### src/rtl/mux_arb_n_pkg.sv
// Shared types and helpers for the N-input registered mux / arbiter.
package mux_pkg;

    // Steering mode: explicit select or round-robin grant
    typedef enum logic {
        MUX_SEL,
        MUX_RR
    } mux_mode_e;

    // Output register occupancy
    typedef enum logic {
        ST_EMPTY,
        ST_FULL
    } out_state_e;

    // Index width that never collapses to zero bits
    function automatic int clog2_min1(input int n);
        return (n <= 2) ? 1 : $clog2(n);
    endfunction

endpackage

### src/rtl/mux_arb_n_arbiter.sv
// Round-robin arbiter: searches upward from the slot after the last winner.
module rr_arbiter_n
    import mux_pkg::*;
#(
    parameter int N     = 4,
    parameter int IDX_W = clog2_min1(N)
) (
    input  logic             i_clk,
    input  logic             i_rst_n,
    input  logic [N-1:0]     i_req,
    input  logic             i_advance,
    output logic [N-1:0]     o_grant,
    output logic [IDX_W-1:0] o_grant_idx
);

    logic [IDX_W-1:0] ptr;
    logic [IDX_W-1:0] search_idx;
    logic             found;

    // Pick the first requester at ptr+1, ptr+2, ... wrapping modulo N
    always_comb begin
        o_grant     = '0;
        o_grant_idx = '0;
        search_idx  = '0;
        found       = 1'b0;
        for (int i = 1; i <= N; i++) begin
            search_idx = IDX_W'((int'(ptr) + i) % N);
            if (!found && i_req[search_idx]) begin
                found                = 1'b1;
                o_grant[search_idx]  = 1'b1;
                o_grant_idx          = search_idx;
            end
        end
    end

    // Pointer remembers the last accepted winner; it starts at N-1 so channel 0 wins first
    always_ff @(posedge i_clk or negedge i_rst_n) begin
        if (!i_rst_n) begin
            ptr <= IDX_W'(N - 1);
        end else if (i_advance && (|o_grant)) begin
            ptr <= o_grant_idx;
        end
    end

endmodule

### src/rtl/mux_arb_n.sv
// N-input registered multiplexer with valid/ready on every channel and on the output.
// One cycle of latency, full throughput, data held while the consumer stalls.
module mux_arb_n
    import mux_pkg::*;
#(
    parameter int        WIDTH = 64,
    parameter int        N     = 4,
    parameter mux_mode_e MODE  = MUX_SEL,
    localparam int       SEL_W = clog2_min1(N)
) (
    input  logic                    i_clk,
    input  logic                    i_rst_n,
    input  logic [SEL_W-1:0]        i_select,
    input  logic [N-1:0]            i_valid,
    input  logic [N-1:0][WIDTH-1:0] i_data,
    output logic [N-1:0]            o_ready,
    output logic                    o_valid,
    output logic [WIDTH-1:0]        o_data,
    output logic [SEL_W-1:0]        o_src,
    input  logic                    i_ready
);

    localparam logic [N-1:0] ONE = N'(1);

    out_state_e       state;
    out_state_e       state_next;
    logic             can_load;
    logic             grant_exists;
    logic [SEL_W-1:0] grant_idx;
    logic             xfer_in;
    logic             xfer_out;

    assign o_valid  = (state == ST_FULL);
    assign can_load = !o_valid || i_ready;
    assign xfer_out = o_valid && i_ready;

    generate
        if (MODE == MUX_RR) begin : g_rr
            logic [N-1:0] arb_grant;
            logic         unused_select;

            rr_arbiter_n #(
                .N     (N),
                .IDX_W (SEL_W)
            ) u_arb (
                .i_clk       (i_clk),
                .i_rst_n     (i_rst_n),
                .i_req       (i_valid),
                .i_advance   (xfer_in),
                .o_grant     (arb_grant),
                .o_grant_idx (grant_idx)
            );

            assign grant_exists  = |arb_grant;
            assign unused_select = ^i_select;
        end else begin : g_sel
            // Out-of-range selects (non power-of-two N) grant nobody
            assign grant_idx    = i_select;
            assign grant_exists = (int'(i_select) < N);
        end
    endgenerate

    // No handshake is offered while reset is held, so the first accept lands on the edge after release
    assign o_ready = (i_rst_n && can_load && grant_exists) ? (ONE << grant_idx) : '0;
    assign xfer_in = |(o_ready & i_valid);

    // Occupancy register
    always_ff @(posedge i_clk or negedge i_rst_n) begin
        if (!i_rst_n) begin
            state <= ST_EMPTY;
        end else begin
            state <= state_next;
        end
    end

    // Fill on accept; empty only when draining without a replacement word
    always_comb begin
        state_next = state;
        case (state)
            ST_EMPTY: if (xfer_in) state_next = ST_FULL;
            ST_FULL:  if (xfer_out && !xfer_in) state_next = ST_EMPTY;
            default:  state_next = ST_EMPTY;
        endcase
    end

    // Capture only the granted channel's word and remember where it came from
    always_ff @(posedge i_clk or negedge i_rst_n) begin
        if (!i_rst_n) begin
            o_data <= '0;
            o_src  <= '0;
        end else if (xfer_in) begin
            o_data <= i_data[grant_idx];
            o_src  <= grant_idx;
        end
    end

endmodule

### config.mk
export PLATFORM = sky130hd
export DESIGN_NAME = mux_arb_n
export DESIGN_NICKNAME = d
export VERILOG_FILES = /design/src/rtl/mux_arb_n_pkg.sv /design/src/rtl/mux_arb_n_arbiter.sv /design/src/rtl/mux_arb_n.sv
export SDC_FILE = /design/constraint.sdc
export NUM_CORES = 1
export LEC_CHECK = 0
export CAP_MARGIN = 40
export CORE_AREA = 2 2 131 133
export DETAILED_ROUTE_END_ITERATION = 7
export DIE_AREA = 0 0 133 135
export PLACE_DENSITY_LB_ADDON = 0.1
export SLEW_MARGIN = 20
export SYNTH_ARGS = -nofsm -noshare
export SYNTH_HDL_FRONTEND = slang
export SYNTH_SLANG_ARGS = --single-unit
### constraint.sdc
create_clock -name i_clk -period 2.4 [get_ports i_clk]
set_clock_uncertainty 0.2 [all_clocks]
set_input_delay 0.48 -clock i_clk [delete_from_list [all_inputs] [get_ports i_clk]]
set_output_delay 0.48 -clock i_clk [all_outputs]
set_load 0.1 [all_outputs]
# Word-level counts from Yosys, hierarchy flattened
# Index checks and enable logic that the tools add are counted.
[totals]
mem_bits_ro = 0
register_bits = 67
latch_bits = 0
memories = 0
mem_bits_rw = 0
input_bits = 265
output_inout_bits = 71
wordCells = 20
[op_classes]
n_shift = 1
n_mux = 6
reduce_logical = 7
n_eq_ne = 0
mul = 0
order_cmp = 1
div = 0
bitwise_logic = 2
n_addsub = 0
[op_table]
columns = ["cell", "n"]
rows = [
  ["binary-select mux 64 bit (select 2 bit)", 1],
  ["2-to-1 mux 64 bit", 1],
  ["AND 4 bit", 1],
  ["2-to-1 mux 4 bit", 1],
  ["OR reduction 4 bit", 1],
  ["left shift 1 x 2 -> 4 bit, first input constant", 1],
  ["logical AND 1 bit", 3],
  ["< comparator 2 x 3 -> 1 bit, second input constant", 1],
  ["zero test 1 bit", 2],
  ["2-to-1 mux 1 bit", 2],
  ["case mux 1 bit (2 select lines)", 1],
  ["logical OR 1 bit", 1],
  ["inverter 1 bit", 1],
]

# Longest topological paths before layout
[depth]
word_depth = 10
mapped_depth = 6
ltp_nobuf = 3

# Worst setup path before layout
# No wires, ideal clock.
[synth_timing]
path_kind = "input to output"
from = "input port i_select[1]"
to = "output port o_ready[2]"
arrival_time_ns = 3.352
setup_slack_ns = -1.632
n_path_buf = 3
required_ns = 1.720
stages = 5
path_cell_list = "buf_2 > buf_2 > buf_1 > inv_1 > nor3_1"
[synth_between]
elab_chain_cells = 2
[synth_lines]
columns = ["item", "line", "rtl"]
rows = [
  ["start, declared", "mux_arb_n.sv:13", "input logic [SEL_W-1:0] i_select,"],
  ["left shift 1 x 2 -> 4 bit", "mux_arb_n.sv:64", "assign o_ready = (i_rst_n && can_load && grant_exists) ? (ONE << grant_idx) : '0;"],
  ["2-to-1 mux 4 bit", "mux_arb_n.sv:64", ""],
  ["end, declared", "mux_arb_n.sv:16", "output logic [N-1:0] o_ready,"],
]
# No other way between the ends.

# Worst setup path after layout
[layout_timing]
from = "input port i_ready"
to = "output port o_ready[2]"
[layout_between]
elab_chain_cells = 3
[layout_lines]
columns = ["item", "line", "rtl"]
rows = [
  ["start, declared", "mux_arb_n.sv:20", "input logic i_ready"],
  ["logical OR 1 bit", "mux_arb_n.sv:34", "assign can_load = !o_valid || i_ready;"],
  ["logical AND 1 bit", "mux_arb_n.sv:64", ""],
  ["2-to-1 mux 4 bit", "mux_arb_n.sv:64", ""],
]
# No other way between the ends.

==> results.md <==
- Post-route minimum period: between 2 and 2.5 ns
- CTS tree: built
- Initial antenna violation count: 0
- Nets: 847
- Post-CTS Setup Inserts: 0
- Worst skew pair latency: 0.32 ns
- Largest family of logic cells by synthesized area: multiplexers
- Final slew viol count: 0
- Layout area overhead: 86.4%
- Mux contribution to synthesized area: 55.0%
- Critical path endpoint: o_ready[2]
- Die footprint: 18000 um2
- Share of cells above drive strength 1: 42.5%
- Initial DRT Pass Iterations: 4
- Vias/cell: around 4.6
- Worst Setup SP: i_ready
- Post-Synthesis Net Count: slightly above 500
- Crit path DAT: 1.61 ns
- Reg2reg start: o_valid$_DFF_PN0_
- WL final: 15400 um
- Worst reg-to-reg path cell count: 5
- Final hold slack: 0.0992 ns
- Die W: ~130 um
- FMAX: 437 MHz
- Antenna-violating nets left: 0
- Yosys synthesis warning count: 0
- Via count of the first global-routing pass: just over 4000
- Synth Instances: 240
- Finish-stage setup viols: 0
- CP Launch Type: primary input
- TritonCTS Sinks: 67
- WL per Instance: about 19 um
- Synth Register Bits: 67
- Number of placed instances, taps included: 791
- GRT overflow: 0
- Finished Layout Cells: around 800
- Placed Instance Area: 7920 um2
- Part of the Yosys area used for sequential elements: 38.2%
- RSZ-0062 raised after global routing: no
- Maxcap violations: 0
- H-tree levels: 3
- Mapped Area: between 4000 and 5000 um2
- Via Count: 3705
- Final Hold Fails: 0
- Worst Max-Slew Pin Slew: 0.438 ns
- First-pass GRT wire length: 23400 um
- Avg Inst Size Synth: around 18 um2
- Total CTS buffers: 9
- Pleak: approximately 3.4 nW
- Pwr per Cell Area: 879 nW/um2
- Status: completed
- Synth unique cells: 22
- I/O Buffers: 335
- R2R Path End: o_data[32]$_DFFE_PN0P_
- Final core occ: between 40% and 50%
- Setup CP Type: in -> out
- Gpl congestion: 0.764
- Num rows: 47
- DP HPWL: 12800 um
- Largest net degree at the start of global routing: 35
- Clk slew on worst S/H paths: 0.05 ns
- 1st-iter DRT viols: 96
- I/O Pins: 336
- Reg2reg setup slack: 0.57 ns
- Longest Clk Path Bufs: 2
- CP Capture Type: primary output
- CTS root buffer: clkbuf_16
- Initial Utilization: between 20% and 30%
- Total track usage: 17.4%
- Hold buffer count at CTS: 0
- VDD IR max: 0.548 mV
- DRC: 0
- Largest fanout on the critical path: 4
- Slowest cell on crit path: clkdlybuf4s50_1
- Synth Area in Adders: 0%
- Setup TNS: 0 ns
- Crit-path max cell delay: between 0.4 and 0.5 ns
- Period utilisation layout: roughly 95%
- Rel. slew slack: 70.8%
- Post-CTS Resized: 1
- Compound-Gate Fraction of Synth Area: 0.741%
- CP required: 1.72 ns
- Worst-path cell chain: clkdlybuf4s50_1 -> nand2b_2 -> nand2_4 -> nor3_4 -> buf_12
- Chip Height: 135 um
- HP Class: in -> async
- Simple-Gate Fraction of Synth Area: 1.28%
- CORE AREA: 16400 um2
- Post-route cell area: 8180 um2
- Ant diodes: 0
- Synth Area in XOR/XNOR: 0%
-- Yosys cell counts (all sizes together) --
master	number	share of area (%)
inv	1	0.085
nor3	2	0.23
mux2	68	22
mux4	65	33
a22o	1	0.20
nand3	4	0.57
nand2b	1	0.14
dfrtp	67	38
buf	19	4.2
a31oi	1	0.14
nor2	2	0.17
nand2	2	0.17
clkbuf	5	0.43
a31o	1	0.20
o2bb2ai	1	0.20
-- cell type report --
cell class | instances | area (um2)
sequential | 67 | 1680
fill | 1412 | 8230
multi-input combinational | 148 | 2560
inverter | 1 | 3.75
timing repair buffer | 355 | 3410
tap | 220 | 275
clock buffer | 13 | 250
-- through the flow --
stage	power [mW]	setup slack [ns]
3_3_place_gp	6.06	-0.102
6_report	7.19	0.112
5_1_grt	7.46	0.0561
3_5_place_dp	6.08	-0.155
2_1_floorplan	4.83	0.000284
4_1_cts	7.28	0.0601
-- layout by cell type, fill, tap and decap left out, drive strengths merged, types with 2 or more instances in the layout --
cell / instances
nand3: 4
dfrtp: 67
mux4: 65
nand2: 2
mux2: 68
clkbuf: 13
nor3: 2
buf: 94
clkdlybuf4s50: 261
nor2: 2
-- cell families after synthesis --
family,Yosys count
buffers and inverters,25
and+or+nand+nor,11
DFF,67
AOI/OAI and AO/OA,4
muxes,133
-- metal layers --
| layer | GRT usage, % | vias to the layer above | wire length (um) |
|---|---|---|---|
| li1 | - | 1668 | - |
| met1 | 19.5 | 1833 | 5530 |
| met2 | 31.4 | 179 | 8320 |
| met3 | 4.39 | 25 | 1100 |
| met4 | 7.47 | 0 | 438 |
| met5 | 0 | - | 0 |
-- registers in the layout (all words and copies together), names as in the netlist --
name / flops
o_valid: 1
o_data: 64
o_src: 2
-- critical path: cells and delay by family --
kind / cells / cell delay [ns]
buffers and inverters: 2 / 0.65
AND/OR/NAND/NOR: 3 / 0.48
-- where the power goes --
part	total, mW	internal [mW]	leakage [nW]	switching, mW
Clock	1.15	0.710	0.122	0.441
Sequential	1.64	1.46	0.783	0.188
Combinational	4.40	1.40	2.49	3.00
Total	7.19	3.56	3.40	3.63
-- how the worst min path moves through the flow --
stage                                 from                     end  slack, ns
floorplan                          i_rst_n   o_data[0]$_DFFE_PN0P_      -0.02
global placement     o_data[0]$_DFFE_PN0P_   o_data[0]$_DFFE_PN0P_       0.29
detailed placement  o_data[24]$_DFFE_PN0P_  o_data[24]$_DFFE_PN0P_       0.29
CTS                                i_rst_n  o_data[48]$_DFFE_PN0P_       0.11
global route                       i_rst_n  o_data[43]$_DFFE_PN0P_       0.14
finish                             i_rst_n       o_valid$_DFF_PN0_        0.1
No activity file was read; power rests on OpenSTA's default activity.
